## config.mk

```make
export PLATFORM = sky130hd
export DESIGN_NAME = aes_v1_serial_flat
export DESIGN_NICKNAME = d
export VERILOG_FILES = /design/src/rtl/aes_v1_serial_pkg.sv /design/src/rtl/aes_v1_serial_if.sv /design/src/rtl/aes_mixcolumn.sv /design/src/rtl/aes_sbox.sv /design/src/rtl/aes_v1_serial.sv /design/src/flat_wrapper.sv
export SDC_FILE = /design/constraint.sdc
export NUM_CORES = 1
export LEC_CHECK = 0
export BUFFER_PORTS_ARGS = -buffer_cell sky130_fd_sc_hd__clkbuf_2
export CORE_UTILIZATION = 54
export CTS_CLUSTER_DIAMETER = 200
export DETAILED_ROUTE_END_ITERATION = 8
export GPL_TIMING_DRIVEN = 0
export PLACE_DENSITY = 0.71
export SYNTH_ARGS = -nofsm -noshare
export SYNTH_HDL_FRONTEND = slang
export SYNTH_HIERARCHICAL = 1
export SYNTH_SLANG_ARGS = --single-unit
```

## constraint.sdc

```tcl
create_clock -name g_clk -period 35.2 [get_ports g_clk]
set_input_delay 3.52 -clock g_clk [delete_from_list [all_inputs] [get_ports g_clk]]
set_output_delay 3.52 -clock g_clk [all_outputs]
set_load 0.03 [all_outputs]
```

## src/rtl/aes_v1_serial_pkg.sv

```systemverilog
// Shared byte types and GF(2^8) arithmetic for the serial AES column unit.
// Used by the S-box and MixColumns datapaths.
package aes_v1_serial_pkg;

  typedef logic [7:0] byte_t;

  function automatic byte_t gf_xtime(byte_t a);
    return {a[6:0], 1'b0} ^ (a[7] ? 8'h1b : 8'h00);
  endfunction

  function automatic byte_t gf_mul(byte_t a, byte_t b);
    byte_t acc;
    byte_t p;
    acc = '0;
    p   = a;
    for (int i = 0; i < 8; i++) begin
      if (b[i]) acc = acc ^ p;
      p = gf_xtime(p);
    end
    return acc;
  endfunction

  // a^254 == a^-1 in GF(2^8); maps 0 to 0 as the S-box requires.
  function automatic byte_t gf_inv(byte_t a);
    byte_t r;
    byte_t t;
    r = 8'h01;
    t = a;
    for (int i = 1; i < 8; i++) begin
      t = gf_mul(t, t);
      r = gf_mul(r, t);
    end
    return r;
  endfunction

  function automatic byte_t aff_fwd(byte_t a);
    return a ^ {a[6:0], a[7]} ^ {a[5:0], a[7:6]} ^ {a[4:0], a[7:5]} ^ {a[3:0], a[7:4]} ^ 8'h63;
  endfunction

  function automatic byte_t aff_inv(byte_t s);
    return {s[6:0], s[7]} ^ {s[4:0], s[7:5]} ^ {s[1:0], s[7:2]} ^ 8'h05;
  endfunction

endpackage

```

## src/rtl/aes_v1_serial_if.sv

```systemverilog
// Request/response bundle between the core execute stage and aes_v1_serial.
interface aes_v1_serial_if;
  logic        valid;
  logic        dec;
  logic        mix;
  logic [31:0] rs1;
  logic        ready;
  logic [31:0] rd;

  modport master (output valid, dec, mix, rs1, input ready, rd);
  modport slave  (input valid, dec, mix, rs1, output ready, rd);
endinterface

```

## src/rtl/aes_mixcolumn.sv

```systemverilog
// (Inv)MixColumns on one 32-bit column {b3,b2,b1,b0}, b0 being row 0.
module aes_mixcolumn
  import aes_v1_serial_pkg::*;
#(
  parameter int DECRYPT_EN = 1
) (
  input  logic        dec,
  input  logic [31:0] col_in,
  output logic [31:0] col_out
);
  logic inv;

  assign inv = dec & (DECRYPT_EN != 0);

  always_comb begin
    col_out = '0;
    for (int i = 0; i < 4; i++) begin
      if (inv)
        col_out[8*i +: 8] = gf_mul(col_in[8*i +: 8], 8'h0e)
                          ^ gf_mul(col_in[8*((i+1)%4) +: 8], 8'h0b)
                          ^ gf_mul(col_in[8*((i+2)%4) +: 8], 8'h0d)
                          ^ gf_mul(col_in[8*((i+3)%4) +: 8], 8'h09);
      else
        col_out[8*i +: 8] = gf_xtime(col_in[8*i +: 8])
                          ^ gf_mul(col_in[8*((i+1)%4) +: 8], 8'h03)
                          ^ col_in[8*((i+2)%4) +: 8]
                          ^ col_in[8*((i+3)%4) +: 8];
    end
  end
endmodule

```

## src/rtl/aes_sbox.sv

```systemverilog
// Single AES S-box / inverse S-box; the GF inversion is shared by both directions.
module aes_sbox
  import aes_v1_serial_pkg::*;
#(
  parameter int DECRYPT_EN = 1
) (
  input  logic  dec,
  input  byte_t din,
  output byte_t dout
);
  logic  inv;
  byte_t pre;
  byte_t mid;

  assign inv  = dec & (DECRYPT_EN != 0);
  assign pre  = inv ? aff_inv(din) : din;
  assign mid  = gf_inv(pre);
  assign dout = inv ? mid : aff_fwd(mid);
endmodule

```

## src/rtl/aes_v1_serial.sv

```systemverilog
// Multi-cycle AES column unit: SubBytes over NSBOX S-boxes in 4/NSBOX steps,
// MixColumns in a single step, behind an IDLE/BUSY/DONE handshake.
module aes_v1_serial
  import aes_v1_serial_pkg::*;
#(
  parameter int NSBOX      = 1,
  parameter int DECRYPT_EN = 1
) (
  input logic            g_clk,
  input logic            g_reset,
  aes_v1_serial_if.slave bus
);
  localparam int STEPS = (NSBOX > 0) ? 4 / NSBOX : 1;
  localparam int CNT_W = (STEPS > 1) ? $clog2(STEPS) : 1;

  typedef enum logic [1:0] {
    ST_IDLE = 2'd0,
    ST_BUSY = 2'd1,
    ST_DONE = 2'd2
  } state_t;

  if (NSBOX != 1 && NSBOX != 2 && NSBOX != 4) begin : g_bad_nsbox
    $error("aes_v1_serial: NSBOX must be 1, 2 or 4");
  end

  state_t           state_q;
  logic [CNT_W-1:0] cnt_q;
  logic [31:0]      opnd_p0;
  logic             dec_p0;
  logic             mix_p0;
  logic             ready_q;
  logic [31:0]      rd_q;
  logic [31:0]      mix_out;
  logic             last_step;
  byte_t            sbox_in  [NSBOX];
  byte_t            sbox_out [NSBOX];

  assign last_step = (cnt_q == CNT_W'(STEPS - 1));

  // Operand bytes owned by the current step are steered onto the S-box lanes.
  always_comb begin
    for (int i = 0; i < NSBOX; i++) sbox_in[i] = '0;
    for (int b = 0; b < 4; b++)
      if (CNT_W'(b / NSBOX) == cnt_q) sbox_in[b % NSBOX] = opnd_p0[8*b +: 8];
  end

  for (genvar g = 0; g < NSBOX; g++) begin : g_sbox
    aes_sbox #(.DECRYPT_EN(DECRYPT_EN)) u_sbox (
      .dec  (dec_p0),
      .din  (sbox_in[g]),
      .dout (sbox_out[g])
    );
  end

  aes_mixcolumn #(.DECRYPT_EN(DECRYPT_EN)) u_mix (
    .dec     (dec_p0),
    .col_in  (opnd_p0),
    .col_out (mix_out)
  );

  // Stage p0: operand capture; result lanes written from the p0 operand.
  always_ff @(posedge g_clk) begin
    if (g_reset) begin
      state_q <= ST_IDLE;
      cnt_q   <= '0;
      opnd_p0 <= '0;
      dec_p0  <= 1'b0;
      mix_p0  <= 1'b0;
      ready_q <= 1'b0;
      rd_q    <= '0;
    end else begin
      ready_q <= 1'b0;
      case (state_q)
        ST_IDLE: begin
          if (bus.valid) begin
            opnd_p0 <= bus.rs1;
            dec_p0  <= bus.dec & (DECRYPT_EN != 0);
            mix_p0  <= bus.mix;
            cnt_q   <= '0;
            state_q <= ST_BUSY;
          end
        end
        ST_BUSY: begin
          if (mix_p0) begin
            rd_q    <= mix_out;
            ready_q <= 1'b1;
            state_q <= ST_DONE;
          end else begin
            for (int b = 0; b < 4; b++)
              if (CNT_W'(b / NSBOX) == cnt_q) rd_q[8*b +: 8] <= sbox_out[b % NSBOX];
            if (last_step) begin
              cnt_q   <= '0;
              ready_q <= 1'b1;
              state_q <= ST_DONE;
            end else begin
              cnt_q <= cnt_q + 1'b1;
            end
          end
        end
        ST_DONE: state_q <= ST_IDLE;
        default: state_q <= ST_IDLE;
      endcase
    end
  end

  assign bus.ready = ready_q;
  assign bus.rd    = rd_q;
endmodule

```

## src/flat_wrapper.sv

```systemverilog
// flat-port wrapper written by rule: the top's interface ports become plain ports
module aes_v1_serial_flat import aes_v1_serial_pkg::*;
#(
  parameter int NSBOX      = 1,
  parameter int DECRYPT_EN = 1
)
  (g_clk, g_reset, bus_valid, bus_dec, bus_mix, bus_rs1, bus_ready, bus_rd);
  aes_v1_serial_if bus_i ();
  input logic g_clk;
  input logic g_reset;
  input wire logic [$bits(bus_i.valid)-1:0] bus_valid;
  input wire logic [$bits(bus_i.dec)-1:0] bus_dec;
  input wire logic [$bits(bus_i.mix)-1:0] bus_mix;
  input wire logic [$bits(bus_i.rs1)-1:0] bus_rs1;
  output wire logic [$bits(bus_i.ready)-1:0] bus_ready;
  output wire logic [$bits(bus_i.rd)-1:0] bus_rd;
  assign bus_i.valid = bus_valid;
  assign bus_i.dec = bus_dec;
  assign bus_i.mix = bus_mix;
  assign bus_i.rs1 = bus_rs1;
  assign bus_ready = bus_i.ready;
  assign bus_rd = bus_i.rd;
  aes_v1_serial #(.NSBOX(NSBOX), .DECRYPT_EN(DECRYPT_EN)) u_core (.g_clk(g_clk), .g_reset(g_reset), .bus(bus_i));
endmodule
```

## After elaboration in Yosys (flattened, before gate mapping)

Cells that the tools add are included.

- RAM bits: 0
- Bits in read-only memories: 0
- Bits in latches: 0
- Memories: 0
- Input bits: 37
- Output and inout port bits: 33
- Logic and storage cells: 584
- Bits in registers: 71

- Bitwise gates (word level): 266
- Shift operators: 0
- $add $sub $neg: 1
- Multipliers: 0
- Reduce and logical (&&, ||, !) cells: 15
- Multiplexer cells: 284
- Equality and inequality tests: 8
- Div/mod/pow operators: 0
- Order comparisons: 0

Operator list:

| operator | count |
|---|---|
| 8-bit two-way mux | 163 |
| 8-bit bitwise XOR | 153 |
| 8-bit by 5-bit bitwise XOR with 8-bit output | 103 |
| 5-bit two-way mux | 104 |
| 32-bit two-way mux | 1 |
| 2-bit two-way mux | 7 |
| 2-bit AND reduction | 6 |
| 2-bit nonzero test | 5 |
| 2-bit one-hot mux with 2 select lines | 2 |
| 7-bit two-way mux | 1 |
| 1-bit NOT (first input constant) | 7 |
| 6-bit two-way mux | 1 |
| 2-bit equality test (first input constant) | 2 |
| 2-bit logical NOT | 2 |
| 4-bit two-way mux | 1 |
| 2-bit != test (second input constant) | 2 |
| 4-bit NOT | 1 |
| 1-bit two-way mux | 3 |
| 3-bit two-way mux | 1 |
| 3-bit by 1-bit != test with 1-bit output (second input constant) | 1 |
| 3-bit AND reduction | 1 |
| 2-bit by 1-bit adder with 2-bit output (second input constant) | 1 |
| 1-bit by 2-bit equality test with 1-bit output (first input constant) | 1 |
| 2-bit by 1-bit equality test with 1-bit output (second input constant) | 1 |
| other kinds (4) | 4 |

## Logic depth before layout (Yosys ltp)

Gate-level depths: netlist of run 1.

- Depth in word-level cells: 144
- Mapped depth: 81
- Depth with buffers taken out: 68

## Modules after synthesis

The synthesis of run 1 kept the hierarchy.

By module, submodules not included:

| module | area an instance (um^2) | cells each | instances | sequential area each (um^2) |
|---|---|---|---|---|
| aes_sbox | 16313.1 | 2125 | 1 | 0.0 |
| aes_v1_serial | 3283.1 | 392 | 1 | 1421.4 |
| aes_mixcolumn | 2882.8 | 310 | 1 | 0.0 |

## Worst setup path before layout of run 1

OpenSTA, ideal clock, no wires.

- Path type: flip-flop to flip-flop
- Start: register u_core.cnt_q[0]
- End: register u_core.rd_q[22], in the netlist u_core/bus.rd[22]
- Buffers on the path: 10
- Setup time: 81 ps
- Required time: 35119 ps
- Clock period less this slack: 18019 ps
- Arrival: 17938 ps
- Path slack: 17181 ps
- Cell stages (with the launch flop): 78
- Path through: dfxtp_1 inv_1 ha_1 buf_6 clkbuf_1 a21oi_1 a22o_1 buf_4 xor3_1 a21oi_4 inv_2 buf_6 ha_1 or4b_1 mux2i_1 a311oi_1 xnor2_1 xnor2_2 (+42 left out) a22oi_1 xnor3_2 xnor2_4 xnor2_4 xnor3_2 xnor2_2 xnor2_1 nor2_1 mux2i_1 xnor3_1 xnor2_1 xnor2_2 xnor3_1 nor2_1 xnor2_1 nor2b_1 a21oi_1 a211oi_2

RTL lines:

| element | line | text |
|---|---|---|
| start: declaration | aes_v1_serial.sv:27 | `logic [CNT_W-1:0] cnt_q;` |
| start signal: assignment | aes_v1_serial.sv:96 | `cnt_q <= cnt_q + 1'b1;` |
| end signal: assignment | aes_v1_serial.sv:85 | `rd_q <= mix_out;` |
| end signal: indexed assignment | aes_v1_serial.sv:90 | `if (CNT_W'(b / NSBOX) == cnt_q) rd_q[8*b +: 8] <= sbox_out[b % NSBOX];` |
| end: declaration | aes_v1_serial.sv:32 | `logic [31:0] rd_q;` |

==> flow_summary.toml, run 1 <==
[outcome]
status = "finished clean"

[floorplan]
die_width_um = 206
fp-row-count = 74
fp.coreArea_mm2 = 0.0409
die_h_um = 206
io_pins = 70
dieArea_mm2 = 0.0424
initial_core_util = 0.549

[routing]
vias_per_cell = 6.21
routed_wl_mm = 70.7
ant_nets = 0
drt_iter0_markers = 2051
num_vias = 21400
drc = 0
wl_per_cell_um = 20.5
first_pass_iters = 6

[global_routing]
antenna_found_initial = 6
grt_overflow = 0
grt_pass1_wl_mm = 110
grtUsageMet1 = 0.446
grt_max_degree = 14
grt_pass1_vias = 20200
grt_usage = 0.327
grt_use_met2 = 0.531
busiest_layer = "met2"
met3_usage = 0.0401

[clocking]
cts_sinks = 71
cts-root-buf = "clkbuf_16"
cts_tree = "yes"
ctsResizeCount = 0
cts_setup_buffers = 0
h-tree-depth = 3
clk_pin_slew_worst_paths_ns = 0.06
clockBufferDepth = 2
clk-insertion-delay-late_ns = 0.35
cts_made_buffers = 9
hold_buffers = 0

[timing]
maxClockFrequency_ghz = 0.0445
skew_ns = 0.0111
finalMaxSlewViolations = 0
min_period_ns = 22.48
hold_violations = 0
tightest_slew_ns = 1.16
setup_viol = 0
rsz0062_at_grt = "no"
relSlewSlack = 0.224
fin_crit_sh = 0.639
tns_ns = 0

[finish]
final_cell_area_mm2 = 0.0238
drive_gt1_frac = 0.127
fin_nets = 2954
fin_util = 0.582
area_growth_pct = 5.94

[logic_synthesis]
synthCells = 2827
yosysWarningCount = 6
yosysMostFrequentCell = "xnor2_1"
synth_nets = 2875
synth-edff-count = 0
ys.flop_type = "dfxtp_1"
synth_area_leaders = "xnor2_1, xnor3_1, xor2_1, dfxtp_1, a21oi_1"
synthArstFlopShare = 0
avgSynthCellArea_um2 = 7.95
yosysUniqueCellTypes = 116
netlist_top_cells_count = "xnor2_1, nand2_1, nor2_1"
yosys.area.top_type_share = 0.188
yosysTopAreaCell = "xnor2_1"
synthesis.area_mm2 = 0.0225
ys_seq_elements = 71
yosysSeqAreaShare = 0.0632

[placed_design]
hpwl_mm = 54.8
place_area_mm2 = 0.0235
numPortBuffers = 68
place.gp.congestion = 0.977

[hold_path]
hp-class = "reg2reg"

[setup_path]
cpMostUsedCell = "xnor2_1"
crit_path_top_delay_cell = "o31ai_1"
worstPathMaxFanout = 10
crit_arrival_ns = 22.74
cpPeakStageDelay_ns = 0.78
r2r_setup_slack_ns = 12.72
required_ns = 35.46
critPathKind = "reg2reg"
worstSetupEndpointType = "flop"
start_kind = "flop"

[job]
drv_cap = 0
cell type report:
type | count | area, um^2
diodes | 3 | 7.51
plain buffers | 216 | 1100
clock buffers | 10 | 229
clock inverters | 6 | 92.6
fillers | 3759 | 17100
inverters | 32 | 120
multi-input cells | 2508 | 19800
flip-flops and latches | 71 | 1420
well taps | 532 | 666
repair buffers | 68 | 340
critical path, delay by kind of cell (launching register included):
| family | cells | cell delay [ns] |
|---|---|---|
| AO/OA/AOI/OAI | 15 | 4.48 |
| XOR/XNOR | 20 | 7.32 |
| adder cells (fa/ha/maj) | 5 | 1.50 |
| buffers and inverters | 15 | 3.63 |
| flip-flops | 1 | 0.40 |
| multiplexers | 8 | 1.90 |
| AND/OR/NAND/NOR | 13 | 3.13 |
cells by family after synthesis:
kind of cell | synth area share
and+or+nand+nor | 0.179
xor gates and xnor gates | 0.453
AOI/OAI and AO/OA | 0.194
buffers and inverters | 0.0543
muxes | 0.0510
DFF | 0.0632
adders and majority gates | 0.00612
placed cells by master, fill, tap and decap left out, types with 46 or more instances in the layout:
master / count
xnor2_1: 483
nand2_1: 306
nor2_1: 297
a21oi_1: 238
xor2_1: 183
clkbuf_1: 103
xnor3_1: 90
mux2i_1: 76
dfxtp_1: 71
clkbuf_2: 68
buf_2: 66
o21ai_0: 63
nor3_1: 61
nand3_1: 46
flip-flops by register name, summed over array words and instances, names as in the netlist:
register	flops
u_core/bus.ready	1
u_core/mix_p0	1
u_core/state_q	2
u_core/dec_p0	1
u_core/cnt_q	2
u_core/bus.rd	32
u_core/opnd_p0	32
per-layer routing:
metal | share of wire | wire length (um) | vias to the layer above
met1 | 0.43 | 30200 | 10100
met2 | 0.46 | 32500 | 1116
li1 | - | - | 9995
met4 | 0.029 | 2070 | 6
met5 | 0.00057 | 40 | -
met3 | 0.084 | 5910 | 142
through the flow:
step	setup slack, ns	instances	hold slack [ns]
6_report	12.72	3446	0.478
5_1_grt	11.30	3445	0.496
2_1_floorplan	17.18	2827	0.446
3_3_place_gp	13.74	3427	0.461
4_1_cts	13.25	3443	0.478
3_5_place_dp	13.40	3427	0.470
path summary, 6_finish.rpt:
check                    startpoint                 to  cells past startpoint
setup / recovery    u_core/cnt_q[0]  u_core/bus.rd[14]                     76
setup reg to reg    u_core/cnt_q[0]  u_core/bus.rd[14]                     76
hold / removal    u_core/opnd_p0[0]  u_core/opnd_p0[0]                      2
hold reg to reg   u_core/opnd_p0[0]  u_core/opnd_p0[0]                      2
Power of run 1 is not shown: default switching activity piles up to over one toggle a cycle in this logic, so the estimate is an artifact.
==> run 2, diff against run 1 <==
- clock period: 35.2 -> 21.2 ns (I/O delays scaled with it)
==> run 2 against run 1 <==
Effect of this change: non-clock buffer count grew 9; worst setup slack worse by 12 ns; clock skew about the same; wire length increased by 0.31%; register-to-register slack worse by 12 ns; flip-flop and latch count is the same; critical path depth is 3 lower; cell area grew 1.0%; cell count increased by 0.26%; utilization rose by 0.59 points; largest cell class unchanged.
==> flow_summary.toml, run 2 (synthesis gave the netlist of run 1 again) <==
[outcome]
status = "finished clean"

[timing]
tightest_slew_ns = 1.15
hold_violations = 0
maxClockFrequency_ghz = 0.0493
finalMaxSlewViolations = 0
worst_hold_slack_ns = 0.478
skew_ns = 0.0112
fin_crit_sh = 0.957
relSlewSlack = 0.225
setup_viol = 0
tns_ns = 0
min_period_ns = 20.30

[floorplan]
die_width_um = 206
initial_core_util = 0.549
fp.coreArea_mm2 = 0.0409
dieArea_mm2 = 0.0424
die_h_um = 206
fp-row-count = 74
io_pins = 70

[hold_path]
hp-class = "reg2reg"
hp-start = "u_core/opnd_p0[0]"

[global_routing]
grt_overflow = 0
grt_max_degree = 14
grt_pass1_vias = 20200
antenna_found_initial = 6
grt_usage = 0.327
grt_pass1_wl_mm = 111

[setup_path]
crit_arrival_ns = 20.56
required_ns = 21.46
reg2reg_from = "u_core/cnt_q[0]"
crit_path_top_delay_cell = "xor2_1"
cpPeakStageDelay_ns = 0.64
cpMostUsedCell = "xnor2_1"
worstSetupEndpointType = "flop"
worstPathMaxFanout = 10
critPathKind = "reg2reg"
path_delay_family = "XOR/XNOR gates"
cp-startpoint = "u_core/cnt_q[0]"
start_kind = "flop"
critPathBufInv = 12

[finish]
most-common-layout-cells = "xnor2_1, nand2_1, nor2_1"
fill_cells = 3742
drive_gt1_frac = 0.140
area_growth_pct = 7.01
final_cell_area_mm2 = 0.0241
fin_util = 0.588
final_common_cell = "xnor2_1"
fin_nets = 2963

[routing]
num_vias = 21400
ant_nets = 0
drt_iter0_markers = 2116
first_pass_iters = 6
routed_wl_mm = 70.9
vias_per_cell = 6.20
drc = 0
wl_per_cell_um = 20.5

[clocking]
cts_made_buffers = 9
h-tree-depth = 3
cts_tree = "yes"
cts_sinks = 71
clockBufferDepth = 2
clk-insertion-delay-late_ns = 0.35
clk_pin_slew_worst_paths_ns = 0.06
cts-root-buf = "clkbuf_16"

[placed_design]
place.gp.congestion = 0.977
hpwl_mm = 54.8
place_area_mm2 = 0.0235
numPortBuffers = 68

[job]
drv_cap = 0
## run 2: worst paths after layout
path                                     endpoint  slack, ns  cells past startpoint
worst min register to register  u_core/opnd_p0[0]       0.48                      2
worst min-delay path            u_core/opnd_p0[0]       0.48                      2
worst max register to register  u_core/bus.rd[12]       0.90                     73
worst max-delay path            u_core/bus.rd[12]       0.90                     73
## run 2: metrics by stage
step                      std cells  worst slack (ns)
after floorplan                2827              3.18
after global routing           3454           -0.0435
final                          3455             0.905
after detailed placement       3427            -0.605
after global placement         3427            -0.259
after CTS                      3444            0.0940
## run 2: worst register-to-register path: cells and delay by family (launching register included)
kind	cells	cell delay, ns
xor+xnor	32	10.70
buf+inv	12	2.68
compound gates	13	2.41
simple gates	10	2.38
fa+ha+maj	3	0.92
mux	3	0.71
flops	1	0.40
## run 2: layout make-up
type / instances / area [um^2] / share of cell area
diodes: 3 / 7.51 / 0.000312
plain buffers: 214 / 1100 / 0.0459
clock buffers: 10 / 229 / 0.00952
clock inverters: 6 / 92.6 / 0.00385
inverters: 32 / 120 / 0.00499
multi-input cells: 2508 / 20000 / 0.831
flip-flops and latches: 71 / 1420 / 0.0591
well taps: 532 / 666 / 0.0277
repair buffers: 79 / 423 / 0.0176
## run 2: metal layers
| layer | vias to the layer above | share of wire | global-route usage |
|---|---|---|---|
| met3 | 127 | 0.085 | 0.0415 |
| li1 | 9999 | - | - |
| met2 | 1100 | 0.46 | 0.531 |
| met1 | 10200 | 0.42 | 0.446 |
| met4 | 6 | 0.030 | 0.109 |
| met5 | - | 0.00056 | 0 |
## run 2: what timing repair did
action                                  in CTS  in global routing
endpoints found under the setup margin      32                 32
resized for setup                            5                 36
setup buffers                                1                 10
hold buffers                                 0                  0
pin swaps                                    1                  7
Power of run 2 is left out for the same reason.
